===== src/rtl/mips_pkg.sv =====
// Shared MIPS datapath constants and the load-type encoding.
package mips_pkg;

  localparam int unsigned DATA_WIDTH = 32;

  // Encodings 5..7 are reserved and are treated as a full-word load.
  typedef enum logic [2:0] {
    LOAD_LB  = 3'd0,
    LOAD_LH  = 3'd1,
    LOAD_LW  = 3'd2,
    LOAD_LBU = 3'd3,
    LOAD_LHU = 3'd4
  } load_type_e;

endpackage


===== src/rtl/writeback_stage_load_aligner.sv =====
// Extracts and extends the addressed byte/halfword of a raw memory word.
module load_aligner #(
  parameter int unsigned DATA_WIDTH = mips_pkg::DATA_WIDTH
) (
  input  logic [2:0]            load_type,
  input  logic [1:0]            byte_offset,
  input  logic [DATA_WIDTH-1:0] mem_data,
  output logic [DATA_WIDTH-1:0] load_data
);
  import mips_pkg::*;

  logic [7:0]  byte_sel;
  logic [15:0] half_sel;

  // Little-endian lane select followed by sign/zero extension.
  always_comb begin
    byte_sel  = '0;
    load_data = mem_data;
    unique case (byte_offset)
      2'd0: byte_sel = mem_data[7:0];
      2'd1: byte_sel = mem_data[15:8];
      2'd2: byte_sel = mem_data[23:16];
      2'd3: byte_sel = mem_data[31:24];
    endcase
    half_sel = byte_offset[1] ? mem_data[31:16] : mem_data[15:0];
    case (load_type)
      LOAD_LB:  load_data = {{(DATA_WIDTH-8){byte_sel[7]}}, byte_sel};
      LOAD_LH:  load_data = {{(DATA_WIDTH-16){half_sel[15]}}, half_sel};
      LOAD_LBU: load_data = {{(DATA_WIDTH-8){1'b0}}, byte_sel};
      LOAD_LHU: load_data = {{(DATA_WIDTH-16){1'b0}}, half_sel};
      default:  load_data = mem_data;
    endcase
  end

endmodule


===== src/rtl/writeback_stage.sv =====
// MEM/WB pipeline register, write-back mux and retired-instruction counter.
module writeback_stage #(
  parameter int unsigned DATA_WIDTH     = mips_pkg::DATA_WIDTH,
  parameter int unsigned REG_ADDR_WIDTH = 5
) (
  input  logic                      i_clk,
  input  logic                      i_reset,
  input  logic                      i_stall,
  input  logic                      i_flush,
  input  logic                      i_valid,
  input  logic                      i_reg_write,
  input  logic                      i_mem_to_reg,
  input  logic                      i_link,
  input  logic [2:0]                i_load_type,
  input  logic [1:0]                i_byte_offset,
  input  logic [DATA_WIDTH-1:0]     i_alu_result,
  input  logic [DATA_WIDTH-1:0]     i_mem_data,
  input  logic [DATA_WIDTH-1:0]     i_link_addr,
  input  logic [REG_ADDR_WIDTH-1:0] i_write_register,
  output logic                      o_write_enable,
  output logic [REG_ADDR_WIDTH-1:0] o_write_register,
  output logic [DATA_WIDTH-1:0]     o_write_data,
  output logic [31:0]               o_retired
);
  import mips_pkg::*;

  logic                      valid_q;
  logic                      reg_write_q;
  logic                      mem_to_reg_q;
  logic                      link_q;
  logic [2:0]                load_type_q;
  logic [1:0]                byte_offset_q;
  logic [DATA_WIDTH-1:0]     alu_result_q;
  logic [DATA_WIDTH-1:0]     mem_data_q;
  logic [DATA_WIDTH-1:0]     link_addr_q;
  logic [REG_ADDR_WIDTH-1:0] write_register_q;
  logic [DATA_WIDTH-1:0]     load_data;

  // MEM/WB register: reset clears all, flush kills the slot (beats stall), stall holds.
  always_ff @(posedge i_clk) begin
    if (i_reset) begin
      valid_q          <= 1'b0;
      reg_write_q      <= 1'b0;
      mem_to_reg_q     <= 1'b0;
      link_q           <= 1'b0;
      load_type_q      <= '0;
      byte_offset_q    <= '0;
      alu_result_q     <= '0;
      mem_data_q       <= '0;
      link_addr_q      <= '0;
      write_register_q <= '0;
    end else if (i_flush) begin
      valid_q     <= 1'b0;
      reg_write_q <= 1'b0;
    end else if (!i_stall) begin
      valid_q          <= i_valid;
      reg_write_q      <= i_reg_write;
      mem_to_reg_q     <= i_mem_to_reg;
      link_q           <= i_link;
      load_type_q      <= i_load_type;
      byte_offset_q    <= i_byte_offset;
      alu_result_q     <= i_alu_result;
      mem_data_q       <= i_mem_data;
      link_addr_q      <= i_link_addr;
      write_register_q <= i_write_register;
    end
  end

  // An instruction retires when it leaves WB, i.e. the stage is valid and not stalled.
  always_ff @(posedge i_clk) begin
    if (i_reset) begin
      o_retired <= '0;
    end else if (valid_q && !i_stall) begin
      o_retired <= o_retired + 32'd1;
    end
  end

  load_aligner #(
    .DATA_WIDTH(DATA_WIDTH)
  ) u_load_aligner (
    .load_type  (load_type_q),
    .byte_offset(byte_offset_q),
    .mem_data   (mem_data_q),
    .load_data  (load_data)
  );

  // Write-back port driven straight from MEM/WB; link beats memory beats ALU.
  always_comb begin
    o_write_enable   = valid_q && reg_write_q && (write_register_q != '0);
    o_write_register = write_register_q;
    if (link_q) begin
      o_write_data = link_addr_q;
    end else if (mem_to_reg_q) begin
      o_write_data = load_data;
    end else begin
      o_write_data = alu_result_q;
    end
  end

endmodule


===== config.mk =====
export PLATFORM = sky130hd
export DESIGN_NAME = writeback_stage
export DESIGN_NICKNAME = d
export VERILOG_FILES = /design/src/rtl/mips_pkg.sv /design/src/rtl/writeback_stage_load_aligner.sv /design/src/rtl/writeback_stage.sv
export SDC_FILE = /design/constraint.sdc
export NUM_CORES = 1
export LEC_CHECK = 0
export CORE_MARGIN = 2
export CORE_UTILIZATION = 45
export DETAILED_ROUTE_END_ITERATION = 12
export GPL_TIMING_DRIVEN = 0
export HOLD_SLACK_MARGIN = 0.05
export PLACE_DENSITY = 0.72
export SLEW_MARGIN = 20
export SYNTH_ARGS = -nofsm -noshare
export SYNTH_HDL_FRONTEND = slang
export SYNTH_SLANG_ARGS = --single-unit

===== constraint.sdc =====
create_clock -name i_clk -period 3.65 [get_ports i_clk]
set_input_delay 0.5475 -clock i_clk [delete_from_list [all_inputs] [get_ports i_clk]]
set_output_delay 0.5475 -clock i_clk [all_outputs]
set_load 0.05 [all_outputs]

======== Word level (Yosys, flattened, before mapping) ========
Cells that the tools add are included.
storage, ports and cells
  input port bits ......................... 114
  output and inout port bits .............. 70
  bits in registers ....................... 142
operators by class
  $add $sub $neg .......................... 1
  reductions and logical operators ........ 9
  equality and inequality tests ........... 6
  mux-type cells .......................... 5
  bitwise gates (word level) .............. 2
operators with widths
  operator                                                                count
  32-bit case mux with 4 select lines                                     1
  32-bit 2-to-1 mux                                                       2
  32-bit by 1-bit adder with 32-bit output (second input constant)        1
  8-bit case mux with 4 select lines                                      1
  16-bit 2-to-1 mux                                                       1
  5-bit nonzero test                                                      1
  2-bit equality test (second input constant)                             2
  3-bit by 1-bit equality test with 1-bit output (second input constant)  1
  3-bit by 2-bit equality test with 1-bit output (second input constant)  1
  3-bit equality test (second input constant)                             1
  1-bit logical AND                                                       3
  3-bit logical NOT                                                       1
  2-bit by 1-bit equality test with 1-bit output (second input constant)  1
  2-bit logical NOT                                                       1
  1-bit NOT                                                               2
  2-bit AND reduction                                                     1
  2-bit OR reduction                                                      1
  1-bit logical NOT                                                       1

======== Logic depth before layout (Yosys ltp) ========
Gate-level depths: netlist of run 1.
  depth in word-level cells ............... 5
  gate-level depth with buffers ........... 7

======== Hierarchy ========
From an unflattened synthesis of run 1, not the netlist that was laid out.
unflattened totals
  cells, all modules ...................... 894
  area total of the unflattened synthesis .. 6678.9 um^2
by module, submodules not included
  module           sequential area each (um^2)  instances  cells an instance  area an instance (um^2)
  writeback_stage  2842.7                       1          761                5899.4
  load_aligner     0.0                          1          133                779.5

======== Least setup slack after synthesis of run 1 ========
No wires, ideal clock.
  path kind ............................... reg-to-output
  start ................................... register load_type_q[2]
  end ..................................... output port o_write_data[0]
  required time ........................... 3.102 ns
  path buffers ............................ 1
  cell stages (with the launch flop) ...... 6
  data arrival time ....................... 2.384 ns
  slack ................................... 0.718 ns
  cell sequence ........................... dfxtp_1 clkbuf_1 mux2i_1 a32o_1 o211ai_1 o21ai_0
on the way
  word-level cells in the longest chain between the ends .. 4
  elaborated cells between the ends (all ways) .. 7
ends and longest elaborated chain
  item                                         line                                text
  start, declared                              writeback_stage.sv:31               logic [2:0] load_type_q;
  start signal, assigned                       writeback_stage.sv:60               load_type_q <= i_load_type;
  3-bit equality test (tied with other cells)  writeback_stage_load_aligner.sv:26  case (load_type)
  32-bit case mux with 4 select lines (*)      writeback_stage_load_aligner.sv:26
  32-bit 2-to-1 mux (*)                        writeback_stage.sv:93               end else if (mem_to_reg_q) begin
  32-bit 2-to-1 mux (*)                        writeback_stage.sv:91               if (link_q) begin
  end, declared                                writeback_stage.sv:22               output logic [DATA_WIDTH-1:0] o_write_data,
Every way passes the cells marked *; elsewhere a longest branch is shown, timed or not.

======== Worst setup path in the final report of run 1 ========
  start ................................... register load_type_q[0]
  end ..................................... output port o_write_data[26]
Same word-level chain as after synthesis.

==> results.txt, run 1 <==
status -> finished, final reports clean
RSZ-0062 raised after global routing -> no
yosys warns -> 0
core area -> 0.0139 mm^2
Synth Area in XOR/XNOR -> 1.76%
Via-to-Cell Ratio -> 5.55
DRC viols -> 0
vias in the first global route -> 6,402
initial antenna violation count -> 0
final wirelength -> 22,100 um
GPL Wtd Cong -> 0.946
worst r2r dst -> o_retired[24]$_SDFFE_PP0P_
IO buf count -> 181
Slew Limit Headroom -> 45.6%
die width -> 124 um
grt total ovfl -> 0
Critical Path RT -> 3100 ps
arrival time worst endpoint -> 2990 ps
DRT iter0 DRCs -> 652
largest net degree at the start of global routing -> 17
worst-skew pair later-pin latency -> 430 ps
Layout Skew -> 7.13 ps
crit path to -> o_write_data[26]
most frequent CP cell -> nand2_1
first-pass GRT wire length -> 33,600 um
Post-synth ARST share -> 0%
final total power -> 4190 uW
H-Tree Level Count -> 4
CTS tree -> built
CTS Root Cell -> clkbuf_16
WL/cell -> 17.7 um
Compound-Gate Fraction of Synth Area -> 20.9%
Critical path origin -> load_type_q[0]$_SDFFE_PP0P_
max-slew violations -> 0
Max-Cap Viols -> 0
Vias -> 6,922
mapped cell area -> 0.00646 mm^2
kind of end point of the critical path -> output pin
CTS Buffer Depth -> 2
power density over cell area -> 456 mW/mm^2
Reg clk slew, reported paths -> 60 ps
setup TNS -> 0 ps
post-synth top area cell -> dfxtp_1
Adder-Cell Fraction of Synth Area -> 0.194%
largest family of logic cells by synthesized area -> simple AND/OR/NAND/NOR gates
top-area cell type share of the netlist area -> 44.0%
CP Launch Type -> flop
post-synth cell types -> 52
CTS Hold Bufs -> 0
Post-Synth Simple-Gate Area -> 25.5%
critical path, cell by cell -> clkbuf_1, nand2_1, o21ai_1, clkbuf_2, nand2_1, a21oi_1, clkdlybuf4s15_1
worst-margin pin slew -> 813 ps
# rows -> 43
die height -> 124 um
hpwl dp -> 16,000 um
Slowest Stage Delay on Critical Path -> 540 ps
DRT Pass-1 Iters -> 6
slowest cell on the critical path -> clkdlybuf4s15_1
FMAX -> 282 MHz
P&R area growth vs syn -> 42.5%
Leakage -> 0.00350 uW
CTS buffer count -> 17
net count after synthesis -> 967
Initial Util -> 46.3%
Synth Register Bits -> 142
diode count -> 0
synth top area cells -> dfxtp_1 (44%), nand2_1 (15%), a21oi_1 (11%)
R2R cell count -> 7
crit-path max FO -> 10
VDD IR-drop max -> 345 uV
Hold Path Class -> in -> reg
die area -> 0.0153 mm^2
reg-to-reg slack, setup -> 1430 ps
Reg-to-Reg Start -> o_retired[0]$_SDFFE_PP0P_
most common flop cell mapped by yosys -> dfxtp_1
final hold violations -> 0
Ports -> 184
Syn Area/Cell -> 7.58 um^2
share of cells above drive strength 1 -> 6.55%
WS Path Type -> reg -> out
Layout Nets -> 1,171
EDFF count, synth -> 0
post-synthesis mux area share -> 2.54%
ANT nets after route -> 0
Finish-stage setup viols -> 0
# clock sinks -> 142
Post-Synthesis Cells -> 852
crit path time final -> 3540 ps
GRT Util Overall -> 29.1%
Tcrit/Tclk final -> 97.0%
Seq/Total Area, Yosys -> 44.0%
-- area by class of cell --
cell class,count,area [um^2]
plain buffers,63,282
clock buffers,18,439
clock inverters,13,211
fillers,1235,4730
inverters,15,56.3
multi-input cells,632,3300
flip-flops and latches,142,2840
well taps,180,225
repair buffers,185,1850
-- cell usage in the layout (no fill, tap or decap), types with 3 or more instances in the layout --
cell,instances
nand2b_1,9
and3_2,3
nand2_1,250
buf_1,4
inv_1,13
nor2_1,25
a22oi_1,6
bufinv_16,5
clkbuf_1,47
or3_1,15
buf_4,4
clkbuf_8,3
or4_1,13
a2bb2oi_1,8
o21ai_0,22
nand4_1,16
dfxtp_1,142
clkbuf_2,13
dlymetal6s2s_1,20
nor3_1,4
xor2_1,6
clkinvlp_4,4
o31ai_1,12
o211ai_1,8
clkbuf_16,17
a21oi_1,145
clkdlybuf4s50_1,150
nand3_1,12
o22ai_1,16
o221ai_1,8
nor2b_1,5
mux2i_1,12
buf_2,4
xnor2_1,6
-- cells in the mapped netlist, types with 4 or more instances --
library cell and n:
nand2_1 250, a21oi_1 145, dfxtp_1 142, clkbuf_1 50, nor2_1 25, o21ai_0 22
nand4_1 16, o22ai_1 16, or3_1 15, inv_1 13, mux2i_1 13, or4_1 13
nand3_1 12, o31ai_1 12, nand2b_1 9, a2bb2oi_1 8, o211ai_1 8, o221ai_1 8
xnor2_1 7, a22oi_1 6, xor2_1 6, buf_1 5, nor2b_1 5, buf_2 4
nor3_1 4
-- report_power, final --
| part | leakage [uW] | switching (uW) | internal [uW] |
|---|---|---|---|
| registers | 0.00116 | 44.0 | 1610 |
| logic | 0.00204 | 363 | 256 |
| clock network | 0.000305 | 696 | 1230 |
-- worst min path at each step --
stage,from,endpoint,slack [ps],cells past startpoint
final,i_stall,reg_write_q$_SDFFE_PP0N_,450,3
after detailed placement,link_addr_q[31]$_SDFFE_PP0P_,link_addr_q[31]$_SDFFE_PP0P_,440,2
after CTS,i_stall,valid_q$_SDFFE_PP0N_,450,3
after global placement,alu_result_q[31]$_SDFFE_PP0P_,alu_result_q[31]$_SDFFE_PP0P_,440,2
after global routing,mem_data_q[5]$_SDFFE_PP0P_,mem_data_q[5]$_SDFFE_PP0P_,470,2
after floorplan,alu_result_q[6]$_SDFFE_PP0P_,alu_result_q[6]$_SDFFE_PP0P_,430,2
-- stage by stage --
step | instances | hold WS [ps] | utilization, % | setup slack, ps | area, um^2
floorplan | 852 | 432 | - | 718 | 6460
global placement | 1213 | 438 | 61.0 | 284 | 8490
detailed placement | 1213 | 444 | 61.0 | 241 | 8490
CTS | 1244 | 452 | 65.6 | 2.41 | 9140
global route | 1248 | 470 | 66.0 | 2.82 | 9200
finish | 1248 | 448 | 66.0 | 109 | 9200
-- state kept, by name, indices dropped and copies added (netlist names) --
signal and cells:
o_write_register 5, link_addr_q 32, valid_q 1, reg_write_q 1, load_type_q 3, mem_to_reg_q 1, link_q 1, o_retired 32
alu_result_q 32, mem_data_q 32, byte_offset_q 2
-- per-layer routing --
| metal | GRT usage [%] | share of wire, % | vias up |
|---|---|---|---|
| met2 | 45.9 | 45 | 311 |
| met1 | 39.2 | 44 | 3198 |
| li1 | - | - | 3371 |
| met5 | 0 | 0 | - |
| met3 | 6.82 | 8.6 | 42 |
| met4 | 9.59 | 2.4 | 0 |
-- kinds of logic after synthesis --
family                   after synthesis
AO/OA/AOI/OAI                        234
multiplexers                          15
adder cells (fa/ha/maj)                1
XOR/XNOR                              13
flip-flops                           142
AND/OR/NAND/NOR                      369
buffers and inverters                 78
-- critical path: cells and delay by family, from the launching register on --
family,cells,cell delay [ps]
buffers and inverters,3,1240
AO/OA/AOI/OAI,2,530
flip-flops,1,510
AND/OR/NAND/NOR,2,260
-- repair_timing --
action,4_1_cts,5_1_grt
hold endpoints to repair,0,0
resized for setup,13,46
setup buffers,0,4
endpoints found under the setup margin,25,27
pin swaps,0,1
Note: power is estimated with default switching activity, not from simulation.
==> run 2: changes to the inputs <==
==> constraint.sdc (replaced) <==
create_clock -name i_clk -period 4.1 [get_ports i_clk]
set_input_delay 0.615 -clock i_clk [delete_from_list [all_inputs] [get_ports i_clk]]
set_output_delay 0.615 -clock i_clk [all_outputs]
set_load 0.05 [all_outputs]
==> run 2 against run 1 <==
Sequential power fell by 11%. Wire length down 0.64%. Clock skew grew 3.9 ps. Sequential cell count is the same. Via count is 0.16% higher. Combinational power shrank 11%. Non-clock buffer count down 4. Sequential share of layout area up 0.13 points. Final cell count is 0.32% lower. Highest routed layer unchanged.
==> results.txt, run 2 (synthesized netlist as in run 1, its figures left out) <==
# rows -> 43
Setup Buffers After CTS -> 0
power density over cell area -> 408 mW/mm^2
vias in the first global route -> 6,411
worst-skew pair later-pin latency -> 430 ps
GRT Util Overall -> 29.0%
largest net degree at the start of global routing -> 17
GPL Wtd Cong -> 0.946
share of cells above drive strength 1 -> 5.08%
RSZ-0062 raised after global routing -> no
status -> finished, final reports clean
P&R area growth vs syn -> 41.9%
IO buf count -> 181
max-slew violations -> 0
final wirelength -> 21,900 um
Max-Cap Viols -> 0
WL/cell -> 17.6 um
DRT Pass-1 Iters -> 5
first-pass GRT wire length -> 33,600 um
CTS tree -> built
die area -> 0.0153 mm^2
ANT nets after route -> 0
commonest non-fill, non-tap cell in the layout -> nand2_1
H-Tree Level Count -> 4
CP Launch Type -> flop
FMAX -> 262 MHz
initial antenna violation count -> 0
die height -> 124 um
diode count -> 0
Hold Path Class -> reg -> reg
setup TNS -> 0 ps
grt total ovfl -> 0
CTS buffer count -> 17
Finish-stage setup viols -> 0
Initial Util -> 46.3%
WS Path Type -> reg -> out
Vias -> 6,933
DRT iter0 DRCs -> 664
CTS Root Cell -> clkbuf_16
Slew Limit Headroom -> 46.6%
Layout Skew -> 11.0 ps
Layout Nets -> 1,167
Tcrit/Tclk final -> 93.0%
crit path time final -> 3810 ps
DRC viols -> 0
die width -> 124 um
Reg clk slew, reported paths -> 60 ps
hpwl dp -> 16,000 um
Critical Path RT -> 3480 ps
# clock sinks -> 142
post-route cell area -> 0.00916 mm^2
Ports -> 184
arrival time worst endpoint -> 3200 ps
worst hold stages -> 2
final hold violations -> 0
core area -> 0.0139 mm^2
kind of end point of the critical path -> output pin
VDD IR-drop max -> 307 uV
crit-path max FO -> 10
CTS Buffer Depth -> 2
post-layout util -> 65.8%
R2R cell count -> 7
Via-to-Cell Ratio -> 5.57
most frequent cells in the layout -> nand2_1 (250), clkdlybuf4s50_1 (176), a21oi_1 (145), dfxtp_1 (142), clkbuf_1 (48)
worst-margin pin slew -> 797 ps
Leakage -> 0.00320 uW
placed inst area -> 0.00849 mm^2
[run 2: cell count changes in the layout (fill, tap and decap cells not counted), sizes merged]
cell	delta
dlymetal6s2s	-15
clkbuf	-10
clkdlybuf4s15	-1
dlygate4sd2	-1
clkdlybuf4s50	+26
buf	-3
[run 2: layout make-up]
type                    count  area, um^2
repair buffers            181        1820
multi-input cells         632        3280
clock buffers              18         439
flip-flops and latches    142        2840
clock inverters            13         211
plain buffers              63         279
well taps                 180         225
inverters                  15        56.3
fillers                  1244        4770
[run 2: critical path, cell delays in order (launching register included)]
cell,delay [ps]
dfxtp_1,430
clkbuf_1,350
nand2_1,180
o21ai_1,350
clkbuf_2,340
nand2_1,80
a21oi_1,180
clkdlybuf4s50_1,850
[run 2: report_power, final]
| part | switching, uW | internal (uW) | leakage, uW | total (uW) |
|---|---|---|---|---|
| logic | 321 | 233 | 0.00174 | 554 |
| registers | 38.2 | 1430 | 0.00116 | 1470 |
| clock network | 621 | 1090 | 0.000305 | 1720 |
| total | 980 | 2760 | 0.00320 | 3740 |
[run 2: routing by layer]
layer	share of wire [%]	wire, um	global-route usage (%)
met2	45	9940	45.9
met3	8.2	1790	6.96
met1	44	9710	39.2
met5	0	0	0
met4	2.2	482	9.16
[run 2: metrics by stage]
step / total power (uW) / hold WS [ps] / cells / setup slack [ps]
after floorplan: 1790 / 432 / 852 / 1100
after global placement: 2040 / 438 / 1213 / 667
after detailed placement: 2040 / 444 / 1213 / 624
after CTS: 3740 / 453 / 1244 / 145
after global routing: 3850 / 470 / 1244 / 121
final: 3740 / 453 / 1244 / 287
[run 2: worst paths after layout]
path	to	from	slack [ps]
max	o_write_data[26]	load_type_q[0]$_SDFFE_PP0P_	290
min	alu_result_q[31]$_SDFFE_PP0P_	alu_result_q[31]$_SDFFE_PP0P_	450
max reg2reg	o_retired[24]$_SDFFE_PP0P_	o_retired[0]$_SDFFE_PP0P_	1880
min reg2reg	alu_result_q[31]$_SDFFE_PP0P_	alu_result_q[31]$_SDFFE_PP0P_	450
[run 2: repair_timing]
action                                  CTS  global route
resized for setup                         0            10
hold buffers                              0             0
endpoints found under the setup margin    0            10
==> RTL change 1: new RTL, settings of run 2 <==
Add an input register stage for `i_byte_offset`, without a reset; this delays it by one clock. The other inputs are not delayed to match.
--- a/src/rtl/writeback_stage.sv
+++ b/src/rtl/writeback_stage.sv
@@ -25,2 +25,8 @@
   import mips_pkg::*;
+
+  logic [1:0] i_byte_offset_q;
+
+  always_ff @(posedge i_clk) begin
+    i_byte_offset_q <= i_byte_offset;
+  end
 
@@ -60,3 +66,3 @@
       load_type_q      <= i_load_type;
-      byte_offset_q    <= i_byte_offset;
+      byte_offset_q    <= i_byte_offset_q;
       alu_result_q     <= i_alu_result;
Function: changed (Yosys sat finds a counterexample within 4 cycles, from zero or initial values and one cycle with i_reset high).
==> RTL change 1 against run 2 <==
  * Global-route usage is 2.6 points lower
  * Clock skew is 0.0045 ns lower
  * Synthesized cell count is 0.47% higher
  * Routed wire length is 5.3% lower
  * Setup slack worse by 0.093 ns
  * Non-clock buffer count is 5 higher
  * Final area is 0.36% higher
  * Total power is 2.8% lower
  * Count of clock-buffer cells in the layout is 1 lower
  * Area after synthesis is 1.2% higher
  * Critical path type unchanged
  * Utilization is 1.8 points lower
  * Via count is 1.7% lower
  * Sequential cell count is 2 higher
==> RTL change 1: results (changes against run 2) <==
leak pwr 3.19 nW (-0.20%); DP Worst Slack 0.574 ns (-0.0505 ns); fraction of area in registers 0.314 (+0.00326); fillers 1301 (+4.6%); global-route wire length before repair 32800 µm (-2.3%); Met1 Wirelength 9250 µm (-4.7%); clk cell area share 0.0665 (-0.00447); DR vias/cell 5.44 (-2.4%); share of cells above drive strength 1 0.0533 (+0.00257); Multi-input gate area 0.00331 mm² (+0.88%); Met3 Routed Length 1710 µm (-4.9%); sequential share of the synthesized area 0.441 (+0.000731); FF+latch area 0.00288 mm² (+1.4%); Pre-antenna DRT Iters 6 (+1); critical path endpoint o_write_data[14]; syn nets 971 (+0.41%); buffers outside the clock class 249 (+2.0%); final net count 1171 (+0.34%); M2 GR Usage 0.405 (-0.0541); XOR/XNOR share of the synthesized area 0.0147 (-0.00290); cell area after synthesis 0.00654 mm² (+1.2%); Hold Startpoint alu_result_q[20]; worst reg2reg setup slack 2.08 ns (+0.20 ns); DP Wirelength 15600 µm (-2.4%); worst reg2reg startpoint o_retired[2]; mux contribution to synthesized area 0.0285 (+0.00313); Post-Synth Adder-Cell Area 0.00191 (-0.0000237); status completed; GRT Resource Usage Total 0.264 (-0.0261); worst vdd ir 0.000243 V (-21%); Synth Register Bits 144 (+1.4%); dpl cell area 0.00858 mm² (+1.0%); Sw Ratio 0.272 (+0.00939); Synth cell types 50 (-3.8%)
==> RTL change 1: cell types whose count changed after synthesis, sizes merged, moves of 3 or more <==
cell    delta
buf        +8
o21ai      -4
o31ai      +4
clkbuf     -3
nand2b     +3
xnor2      -4
or3        -4
or4        +3
==> RTL change 1: power groups by stage <==
stage          Sequential [mW]  Clock (mW)  Combinational (mW)
4_1_cts                   1.49        1.62               0.548
5_1_grt                   1.49        1.68               0.589
2_1_floorplan             1.51           0               0.302
3_5_place_dp              1.52           0               0.545
6_report                  1.49        1.60               0.549
3_3_place_gp              1.52           0               0.543
==> RTL change 1: worst max-delay path, stage by stage, from the launching register on <==
cell	delay [ns]
dfxtp_1	0.33
clkbuf_1	0.38
buf_2	0.34
buf_1	0.48
o221ai_1	0.19
a2bb2oi_1	0.29
clkdlybuf4s50_1	0.85
==> RTL change 2: new RTL, flow settings as in run 2 <==
Made on the original files. Set the parameter `REG_ADDR_WIDTH` to 4 (it was 5).
--- a/src/rtl/writeback_stage.sv
+++ b/src/rtl/writeback_stage.sv
@@ -3,3 +3,3 @@
   parameter int unsigned DATA_WIDTH     = mips_pkg::DATA_WIDTH,
-  parameter int unsigned REG_ADDR_WIDTH = 5
+  parameter int unsigned REG_ADDR_WIDTH = 4
 ) (
Interface: changed (resized i_write_register and o_write_register); port bits go from 184 to 182. No check against the original RTL was run, so the function may have changed too.
==> RTL change 2 against run 2 <==
  * Total power is 1.0% lower
  * Final area is 1.1% lower
  * Combinational power is 2% lower
  * Sequential cell count is 1 lower
  * Highest routed layer unchanged
  * Synthesized cell count is 0.59% lower
  * Setup slack worse by 0.20 ns
  * Area after synthesis is 0.95% lower
  * Routed wire length is 3.8% lower
  * Utilization is 0.48 points lower
  * Clock skew is 0.0045 ns lower
  * Maximum frequency is 5.1% lower
==> RTL change 2: results (changes against run 2) <==
status completed; Pre-antenna DRT Iters 5 (unchanged); # diodes 0 (unchanged); RePlAce Congestion 0.925 (-2.2%); worst skew pair latency 0.43 ns (about the same); worst reg2reg setup slack 1.99 ns (+0.11 ns); GRT Resource Usage Total 0.275 (-0.0157); antenna violations before repair 0 (unchanged); DP Wirelength 15600 µm (-2.2%); htree depth 4 (unchanged); drt first-iter violations 515 (-22%); YS warnings 0 (unchanged); worst reg2reg startpoint o_retired[17]; clk buf depth 2 (unchanged); critical path endpoint o_write_data[13]; syn nets 961 (-0.62%); Port Buffers 179 (-1.1%); clk_skew 0.00656 ns (-0.00447 ns); Slew HR 0.284 (-0.183); leak pwr 3.11 nW (-2.6%); global-route wire length before repair 31800 µm (-5.2%); Hold EP alu_result_q[16]; worst vdd ir 0.000266 V (-13%); Hold Startpoint alu_result_q[16]; Synth cell types 48 (-7.7%); share of cells above drive strength 1 0.0416 (-0.00916); critical path launch point link_q; crit path DAT 3.40 ns (+0.20 ns); DR vias/cell 5.47 (-1.9%); hold depth 2 (unchanged); root buf cell clkbuf_16; vias in the first global route 6113 (-4.6%); CP delay by family, top buffers and inverters; Reg2Reg Depth 5 (-2); largest net degree at the start of global routing 17 (unchanged); Routed WL per cell 17.0 µm (-3.3%); Commonest cells post-synth nand2_1 (250), a21oi_1 (145), dfxtp_1 (141); Critical Path Fanout Max 10 (unchanged); clock-pin slew on the worst setup and hold paths 0.06 ns (about the same); slowest stage delay, CP around 0.86 ns; synth top area cells dfxtp_1 (44%), nand2_1 (15%), a21oi_1 (11%), clkbuf_1 (3.2%), mux2i_1 (2.0%); final net count 1159 (-0.69%); R2R Path End o_retired[31]; ys flop type dfxtp_1; sequential share of the synthesized area 0.441 (+0.00109); Inserted Clock Buffers 17 (unchanged)
RTL change 2: repair_timing:
action,4_1_cts,5_1_grt
buffers inserted,0,0
setup endpoints to repair,0,1
gates resized for setup,0,1
RTL change 2: report_power, final:
part	internal [mW]	switching, mW
Clock	1.08	0.615
Combinational	0.229	0.314
Sequential	1.42	0.0400
RTL change 2: cell families after synthesis:
| kind of cell | count (synthesis) | share of synthesized area |
|---|---|---|
| compound gates | 234 | 0.210 |
| xor+xnor | 11 | 0.0151 |
| fa+ha+maj | 1 | 0.00196 |
| buf+inv | 80 | 0.0505 |
| flops | 141 | 0.441 |
| mux | 16 | 0.0274 |
| simple gates | 364 | 0.254 |
RTL change 2: per-stage QoR:
step / instance area (µm²) / hold WS, ns / util / instances / worst slack, ns
floorplan: 6390 / 0.432 / - / 847 / 1.10
global placement: 8410 / 0.441 / 0.606 / 1206 / 0.603
detailed placement: 8410 / 0.445 / 0.606 / 1206 / 0.576
CTS: 9060 / 0.453 / 0.653 / 1238 / 0.115
global route: 9060 / 0.477 / 0.653 / 1238 / 0.000997
finish: 9060 / 0.452 / 0.653 / 1238 / 0.0834
RTL change 2: layout make-up:
type,count,area (µm²)
sequential,141,2820
buffer,65,267
fill,1216,4820
timing repair buffer,179,1790
inverter,15,56.3
multi-input combinational,626,3250
clock inverter,14,218
clock buffer,18,429
tap,180,225
RTL change 2: routing by layer:
layer / global-route usage / vias up / routed length, µm
met2: 0.421 / 259 / 9440
met3: 0.0540 / 38 / 1690
met1: 0.382 / 3131 / 9470
met5: 0 / - / 0
li1: - / 3343 / -
met4: 0.104 / 0 / 505
